## src/rtl/lane_lock_ctrl.sv

```systemverilog
// lane_lock_ctrl: per-lane bring-up sequencer for a bank of 64B/67B decoders.
// Each lane pulses its decoder reset, waits for word lock, qualifies that lock
// for a run of consecutive cycles and then declares the lane up. Lock timeouts
// and lock loss both re-sync the lane; only timeouts are counted as retries.
//
// Per-lane handshake with the decoder: LANE_RESET high holds the decoder in
// reset; LANE_LOCKED is sampled only while LANE_RESET is low and is assumed
// to be synchronous to USER_CLK. LANE_STATE exposes every lane FSM for
// observation (DISABLED=0, RESET=1, WAIT_LOCK=2, QUALIFY=3, UP=4).
module lane_lock_ctrl #(
   parameter int NUM_LANES     = 4,
   parameter int RESET_CYCLES  = 8,
   parameter int LOCK_TIMEOUT  = 4096,
   parameter int STABLE_CYCLES = 256
) (
   input  logic                     USER_CLK,
   input  logic                     SYSTEM_RESET,
   input  logic                     ENABLE,
   input  logic                     CLEAR_COUNTS,
   input  logic [NUM_LANES-1:0]     LANE_LOCKED,
   output logic [NUM_LANES-1:0]     LANE_RESET,
   output logic [NUM_LANES-1:0]     LANE_UP,
   output logic                     ALL_LANES_UP,
   output logic [NUM_LANES-1:0]     LOSS_EVENT,
   output logic [8*NUM_LANES-1:0]   RETRY_COUNT,
   output logic [3*NUM_LANES-1:0]   LANE_STATE
);

   // One timer per lane, sized for the longest of the three phases.
   localparam int MAX_AB  = (RESET_CYCLES > LOCK_TIMEOUT) ? RESET_CYCLES : LOCK_TIMEOUT;
   localparam int MAX_CYC = (MAX_AB > STABLE_CYCLES) ? MAX_AB : STABLE_CYCLES;
   localparam int TW      = (MAX_CYC > 1) ? $clog2(MAX_CYC) : 1;

   localparam logic [TW-1:0] RESET_LAST   = TW'(RESET_CYCLES - 1);
   localparam logic [TW-1:0] TIMEOUT_LAST = TW'(LOCK_TIMEOUT - 1);
   localparam logic [TW-1:0] STABLE_LAST  = TW'(STABLE_CYCLES - 1);

   typedef enum logic [2:0] {
      ST_DISABLED  = 3'd0,
      ST_RESET     = 3'd1,
      ST_WAIT_LOCK = 3'd2,
      ST_QUALIFY   = 3'd3,
      ST_UP        = 3'd4
   } lane_state_t;

   logic [NUM_LANES-1:0] up_vec;

   for (genvar i = 0; i < NUM_LANES; i++) begin : g_lane
      lane_state_t   state;
      logic [TW-1:0] timer;
      logic [7:0]    retry;
      logic          loss;

      // Lane FSM with its timer, retry counter and loss pulse; ENABLE low wins over everything.
      always_ff @(posedge USER_CLK or posedge SYSTEM_RESET) begin
         if (SYSTEM_RESET) begin
            state <= ST_DISABLED;
            timer <= '0;
            retry <= '0;
            loss  <= 1'b0;
         end else begin
            loss <= 1'b0;
            if (CLEAR_COUNTS) begin
               retry <= '0;
            end
            if (!ENABLE) begin
               state <= ST_DISABLED;
               timer <= '0;
            end else begin
               case (state)
                  ST_DISABLED: begin
                     state <= ST_RESET;
                     timer <= '0;
                  end
                  ST_RESET: begin
                     if (timer == RESET_LAST) begin
                        state <= ST_WAIT_LOCK;
                        timer <= '0;
                     end else begin
                        timer <= timer + TW'(1);
                     end
                  end
                  ST_WAIT_LOCK: begin
                     if (LANE_LOCKED[i]) begin
                        state <= ST_QUALIFY;
                        timer <= '0;
                     end else if (timer == TIMEOUT_LAST) begin
                        state <= ST_RESET;
                        timer <= '0;
                        // A simultaneous clear takes precedence over the increment.
                        if (!CLEAR_COUNTS && (retry != 8'hFF)) begin
                           retry <= retry + 8'd1;
                        end
                     end else begin
                        timer <= timer + TW'(1);
                     end
                  end
                  ST_QUALIFY: begin
                     if (!LANE_LOCKED[i]) begin
                        state <= ST_WAIT_LOCK;
                        timer <= '0;
                     end else if (timer == STABLE_LAST) begin
                        state <= ST_UP;
                        timer <= '0;
                     end else begin
                        timer <= timer + TW'(1);
                     end
                  end
                  ST_UP: begin
                     if (!LANE_LOCKED[i]) begin
                        state <= ST_RESET;
                        timer <= '0;
                        loss  <= 1'b1;
                     end
                  end
                  default: begin
                     state <= ST_DISABLED;
                     timer <= '0;
                  end
               endcase
            end
         end
      end

      assign LANE_RESET[i]          = (state == ST_DISABLED) || (state == ST_RESET);
      assign up_vec[i]              = (state == ST_UP);
      assign LOSS_EVENT[i]          = loss;
      assign RETRY_COUNT[8*i +: 8]  = retry;
      assign LANE_STATE[3*i +: 3]   = state;
   end

   assign LANE_UP = up_vec;

   // Aggregate link-up, registered one cycle behind the per-lane up flags.
   always_ff @(posedge USER_CLK or posedge SYSTEM_RESET) begin
      if (SYSTEM_RESET) begin
         ALL_LANES_UP <= 1'b0;
      end else begin
         ALL_LANES_UP <= &up_vec;
      end
   end

endmodule

```

## config.mk

```make
export PLATFORM = sky130hd
export DESIGN_NAME = lane_lock_ctrl
export DESIGN_NICKNAME = d
export VERILOG_FILES = /design/src/rtl/lane_lock_ctrl.sv
export SDC_FILE = /design/constraint.sdc
export NUM_CORES = 1
export LEC_CHECK = 0
export BUFFER_PORTS_ARGS = -buffer_cell sky130_fd_sc_hd__buf_2
export CORE_ASPECT_RATIO = 0.7
export CORE_MARGIN = 10
export CORE_UTILIZATION = 42
export DETAILED_ROUTE_END_ITERATION = 10
export PLACE_DENSITY = 0.65
export SYNTH_ARGS = -nofsm -noshare
export SYNTH_HDL_FRONTEND = slang
export SYNTH_SLANG_ARGS = --single-unit
```

## constraint.sdc

```tcl
create_clock -name USER_CLK -period 9.88 [get_ports USER_CLK]
set_input_delay 2.47 -clock USER_CLK [delete_from_list [all_inputs] [get_ports USER_CLK]]
set_output_delay 2.47 -clock USER_CLK [all_outputs]
set_load 0.1 [all_outputs]
```

==> reports/metrics.cfg, run 1 <==
[cells_and_area]
fin_util=0.493
mostFrequentLayoutCells=dfrtp_1, nand2_1, buf_2
diodes=0
drive_above_1_share=0.145
area_delta_synth_final_pct=13.6
final_common_cell=dfrtp_1
nNetsFinal=722

[synthesis]
async_reset_ff_frac=1.00
synth-edff-count=0
syn_nets=674
yosys_warnings=0
syn_avg_cell_area_um2=8.82
synth_top_area_frac=0.418
post_synth_num_cell_types=66
ys_seq_elements=97
seq_area_frac_synth=0.418
synthesis.area_um2=5800
postSynthCellCount=658
synthTopCellsByArea=dfrtp_1, nand2_1, nor2_1
synthFlopType=dfrtp_1
yosysTopAreaCell=dfrtp_1

[critical_path]
rr_startpoint=g_lane[0].timer[0]$_DFFE_PP0N_
start_kind=flop
crit_type=flop to output port
rrSetupSlack_ns=7.07
critPathLaunch=g_lane[0].state[0]$_DFFE_PP0P_
rr_endpoint=g_lane[0].timer[1]$_DFFE_PP0N_
r2r_cells=6
crit_required_ns=7.41
crit_arrival_ns=2.10
end_kind=output port
crit_fanout=8

[run]
cap_violations=0

[floorplan]
num_rows=35
num_io_pins=65
die_x_um=160
initial_core_util=0.434
core_um2=13400
die_area_um2=19000
die_h_um=118

[routing]
detail-route-antenna-nets=0
drt-vias-per-instance=5.84
drtPass1Iterations=5
wl_per_cell_um=16.8
wl_um=15100
drt_iter0_drc=380
via_count=5233
post-route-drc-count=0

[clock_tree]
cts-resized-gates=0
clk_latency_ns=0.34
cts_sinks=97
post_cts_buffers=0
clk_pin_slew_ns=0.06
htree_levels=3
holdBufCountCts=0
cts_buffers=9
root_buffer=clkbuf_16
clk_path_buf_depth=2
tritoncts=done

[grt]
grt_busiest_layer=met2
grt_pass1_wl_um=24700
antenna_found_initial=0
grt_usage=0.154
grt_pass1_vias=4828
met3_usage=0.0510
overflow=0
grt_max_degree=51
use_met2=0.225
grt.met1_usage=0.216

[worst_hold_path]
hold_end=g_lane[3].retry[4]$_DFF_PP0_
hp-class=flop to flop
holdPathStages=1
min_from=g_lane[3].retry[4]$_DFF_PP0_

[timing]
finalSetupViolCount=0
fin_worst_skew_ns=0.00698
tns_ns=0
rsz0062_at_grt=no
hold_violations=0
fin_crit_ns=4.57
setup_slack_ns=5.31
relSlewSlack=0.319
hold_ws_ns=0.523
fmax_mhz=219
slew_violations=0
timing.final.crit_share=0.463
tightest_slew_ns=1.02

[power]
leakage_uw=0.00293
ir_worst_vdd_v=0.0000866
fin_total_pwr_uw=1130
powerDensity_nw_per_um2=171

[placement]
routabilityCongestion=0.911
dp_hpwl_um=10800
portBuffers=64
place_ws_ns=5.24

[status]
status=finished clean

cell type report:
class	count	area, um2
timing repair buffer	68	350
tap	185	231
multi-input combinational	507	3150
clock inverter	4	73.8
clock buffer	12	267
sequential	97	2430
inverter	23	88.8
fill	1261	6770
worst max-delay path, cell delays in order (launching register included):
cell and delay [ns]:
dfrtp_1 0.49, nor3b_1 0.71, buf_2 0.56
synthesized netlist by cell type (13+ instances only):
cell type	instances
and3_1	16
inv_1	23
dfrtp_1	97
o21ai_0	34
nand3_1	38
a21oi_1	27
nand2_1	71
mux2i_1	15
a31oi_1	15
nor3_1	13
clkbuf_1	22
nand4_1	14
nand2b_1	20
and4_1	14
or3_1	16
nor2_1	53
power by group:
part	switching (uW)	total, uW	internal (uW)
combinational	222	287	64.8
clock	153	396	243
sequential	35.1	446	411
total	410	1130	719
through the flow:
step,instances,cell area (um2)
2_1_floorplan,658,5800
3_3_place_gp,880,6250
3_5_place_dp,880,6250
4_1_cts,896,6590
5_1_grt,896,6590
6_report,896,6590
logic make-up (layout without fill, tap and decap cells):
kind of cell,after synthesis,in the layout,share of synthesized area
xor gates and xnor gates,12,12,0.0181
AOI/OAI and AO/OA,150,150,0.171
muxes,18,18,0.0317
adders and majority gates,8,8,0.0173
and+or+nand+nor,319,319,0.305
DFF,97,97,0.418
buffers and inverters,54,107,0.0384
worst max-delay path by stage:
stage	endpoint	slack, ns	depth (start not counted)
final	LANE_UP[0]	5.31	2
after floorplan	LANE_UP[1]	3.94	1
after CTS	LANE_UP[0]	5.31	2
after global routing	LANE_UP[0]	5.20	2
after global placement	g_lane[1].retry[5]$_DFF_PP0_	5.34	6
after detailed placement	g_lane[1].retry[5]$_DFF_PP0_	5.24	6
state kept, by name, indices dropped and copies added, names as in the netlist:
| signal | cells |
|---|---|
| g_lane.timer | 48 |
| g_lane.retry | 32 |
| g_lane.state | 12 |
| g_lane.loss | 4 |
| ALL_LANES_UP | 1 |
routing by layer:
metal  wire [um]  vias to the layer above  share of wire
met5           0                        -              0
met4          72                        0         0.0048
met3        1010                        6          0.067
met2        6670                      145           0.44
met1        7320                     2546           0.49
li1            -                     2536              -
(Power assumes the default switching activity.)
==> run 2, diff against run 1 <==
--- a/config.mk
+++ b/config.mk
@@ -5,6 +5,7 @@
 export SDC_FILE = /design/constraint.sdc
 export NUM_CORES = 1
 export LEC_CHECK = 0
+export ABC_AREA = 1
 export BUFFER_PORTS_ARGS = -buffer_cell sky130_fd_sc_hd__buf_2
 export CORE_ASPECT_RATIO = 0.7
 export CORE_MARGIN = 10
==> constraint.sdc (replaced) <==
create_clock -name USER_CLK -period 4.6 [get_ports USER_CLK]
set_input_delay 1.15 -clock USER_CLK [delete_from_list [all_inputs] [get_ports USER_CLK]]
set_output_delay 1.15 -clock USER_CLK [all_outputs]
set_load 0.1 [all_outputs]
==> reports/metrics.cfg, run 2 <==
[cells_and_area]
nNetsFinal=920
mostFrequentLayoutCells=nand2_1, inv_1, dfrtp_1
largest_reg_flops=48
regMostFlops=g_lane.timer
final_common_cell=nand2_1
area_delta_synth_final_pct=12.6
top_regs=g_lane.timer x48, g_lane.retry x32, g_lane.state x12
fillers=1465
diodes=0
final_area_um2=6980
drive_above_1_share=0.156

[floorplan]
num_rows=37
num_io_pins=65
die_h_um=122
initial_core_util=0.425
die_x_um=165
die_area_um2=20100
core_um2=14600

[timing]
fin_worst_skew_ns=0.0140
relSlewSlack=0.391
hold_violations=0
rsz0062_at_grt=no
timing.final.crit_share=0.662
slew_violations=0
fin_crit_ns=3.05
tightest_slew_ns=0.913
fmax_mhz=328
tns_ns=0
finalSetupViolCount=0

[grt]
grt_pass1_wl_um=26300
grt_max_degree=42
overflow=0
antenna_found_initial=0
grt_usage=0.159
grt_pass1_vias=5102

[synthesis]
synth_top_area_frac=0.392
async_reset_ff_frac=1.00
yosysTopAreaCell=dfrtp_1
seq_area_frac_synth=0.392
synth-edff-count=0
syn_nets=859
synthTopCellsByArea=dfrtp_1, nand2_1, nand3_1
ys_seq_elements=97
post_synth_num_cell_types=49
synthFlopType=dfrtp_1
postSynthCellCount=843
yosys_warnings=0
synth_most_common_cell=nand2_1
syn_avg_cell_area_um2=7.35
synth_common_cells=nand2_1, inv_1, dfrtp_1, nand3_1, nor2_1
synthesis.area_um2=6190

[clock_tree]
cts_sinks=97
post_cts_buffers=0
clk_path_buf_depth=2
holdBufCountCts=0
cts_buffers=9
htree_levels=3
cts-resized-gates=0
tritoncts=done
root_buffer=clkbuf_16
clk_pin_slew_ns=0.08
clk_latency_ns=0.35

[placement]
portBuffers=64
placed_cell_area_um2=6680
routabilityCongestion=0.920
dp_hpwl_um=11900

[worst_hold_path]
hp-class=flop to flop

[power]
fin_total_pwr_uw=2960
ir_worst_vdd_v=0.000344
leakage_uw=0.00346
powerDensity_nw_per_um2=425

[critical_path]
crit_chain=nor2_1, inv_1, o22ai_1, buf_2
crit_fanout=8
max_stage_delay_ns=0.50
end_kind=output port
slowest_stage=dfrtp_1
start_kind=flop
crit_type=flop to output port
crit_arrival_ns=1.90
rrSetupSlack_ns=2.67
crit_required_ns=3.45

[status]
status=finished clean

[routing]
via_count=5676
wl_um=15700
drt_iter0_drc=480
drtPass1Iterations=5
detail-route-antenna-nets=0
post-route-drc-count=0
wl_per_cell_um=14.3
drt-vias-per-instance=5.14

[run]
cap_violations=0

run 2: where the power goes:
part / total [uW] / internal (uW) / switching [uW]
Combinational: 1220 / 251 / 964
Sequential: 997 / 906 / 91.2
Clock: 751 / 383 / 369
run 2: layer usage:
layer	vias up	share of wire	routed length, um	track usage
met5	-	0	0	0
met4	0	0.0086	136	0.0337
met3	9	0.060	944	0.0286
met2	153	0.42	6620	0.224
met1	2621	0.51	8040	0.244
li1	2893	-	-	-
run 2: critical path, delay by kind of cell (launching register included):
family	cells	cell delay, ns
buf+inv	2	0.58
simple gates	1	0.18
compound gates	1	0.28
flops	1	0.50
run 2: final timing paths:
kind	start	end	depth (start not counted)
max in group asynchronous	SYSTEM_RESET	g_lane[3].timer[8]$_DFFE_PP0N_	3
min	g_lane[2].timer[0]$_DFFE_PP0N_	g_lane[2].timer[0]$_DFFE_PP0N_	1
max	g_lane[3].state[1]$_DFFE_PP0P_	LANE_RESET[3]	4
min reg2reg	g_lane[2].timer[0]$_DFFE_PP0N_	g_lane[2].timer[0]$_DFFE_PP0N_	1
min in group asynchronous	SYSTEM_RESET	g_lane[2].loss$_DFF_PP0_	2
max reg2reg	g_lane[3].state[1]$_DFFE_PP0P_	g_lane[3].state[2]$_DFFE_PP0P_	8
run 2: area by class of cell:
class	count	area, um2	share of cell area
timing repair buffer	67	343	0.0491
multi-input combinational	617	3240	0.465
clock buffer	9	225	0.0323
clock inverter	7	70.1	0.0100
sequential	97	2430	0.348
inverter	112	424	0.0608
tap	195	244	0.0350
run 2: per-stage QoR:
step / setup slack [ns] / cells / hold slack [ns] / util
after global placement: 1.77 / 1088 / 0.498 / 0.458
after detailed placement: 1.66 / 1088 / 0.494 / 0.458
final: 1.55 / 1104 / 0.506 / 0.479
after floorplan: 0.196 / 843 / 0.475 / -
after global routing: 1.43 / 1104 / 0.539 / 0.479
after CTS: 1.56 / 1104 / 0.506 / 0.479
run 2: cells by family after synthesis:
logic type	Yosys count	share of synthesized area
adders and majority gates	8	0.0162
buffers and inverters	129	0.0844
AOI/OAI and AO/OA	109	0.0992
and+or+nand+nor	478	0.377
DFF	97	0.392
xor gates and xnor gates	21	0.0297
muxes	1	0.00162
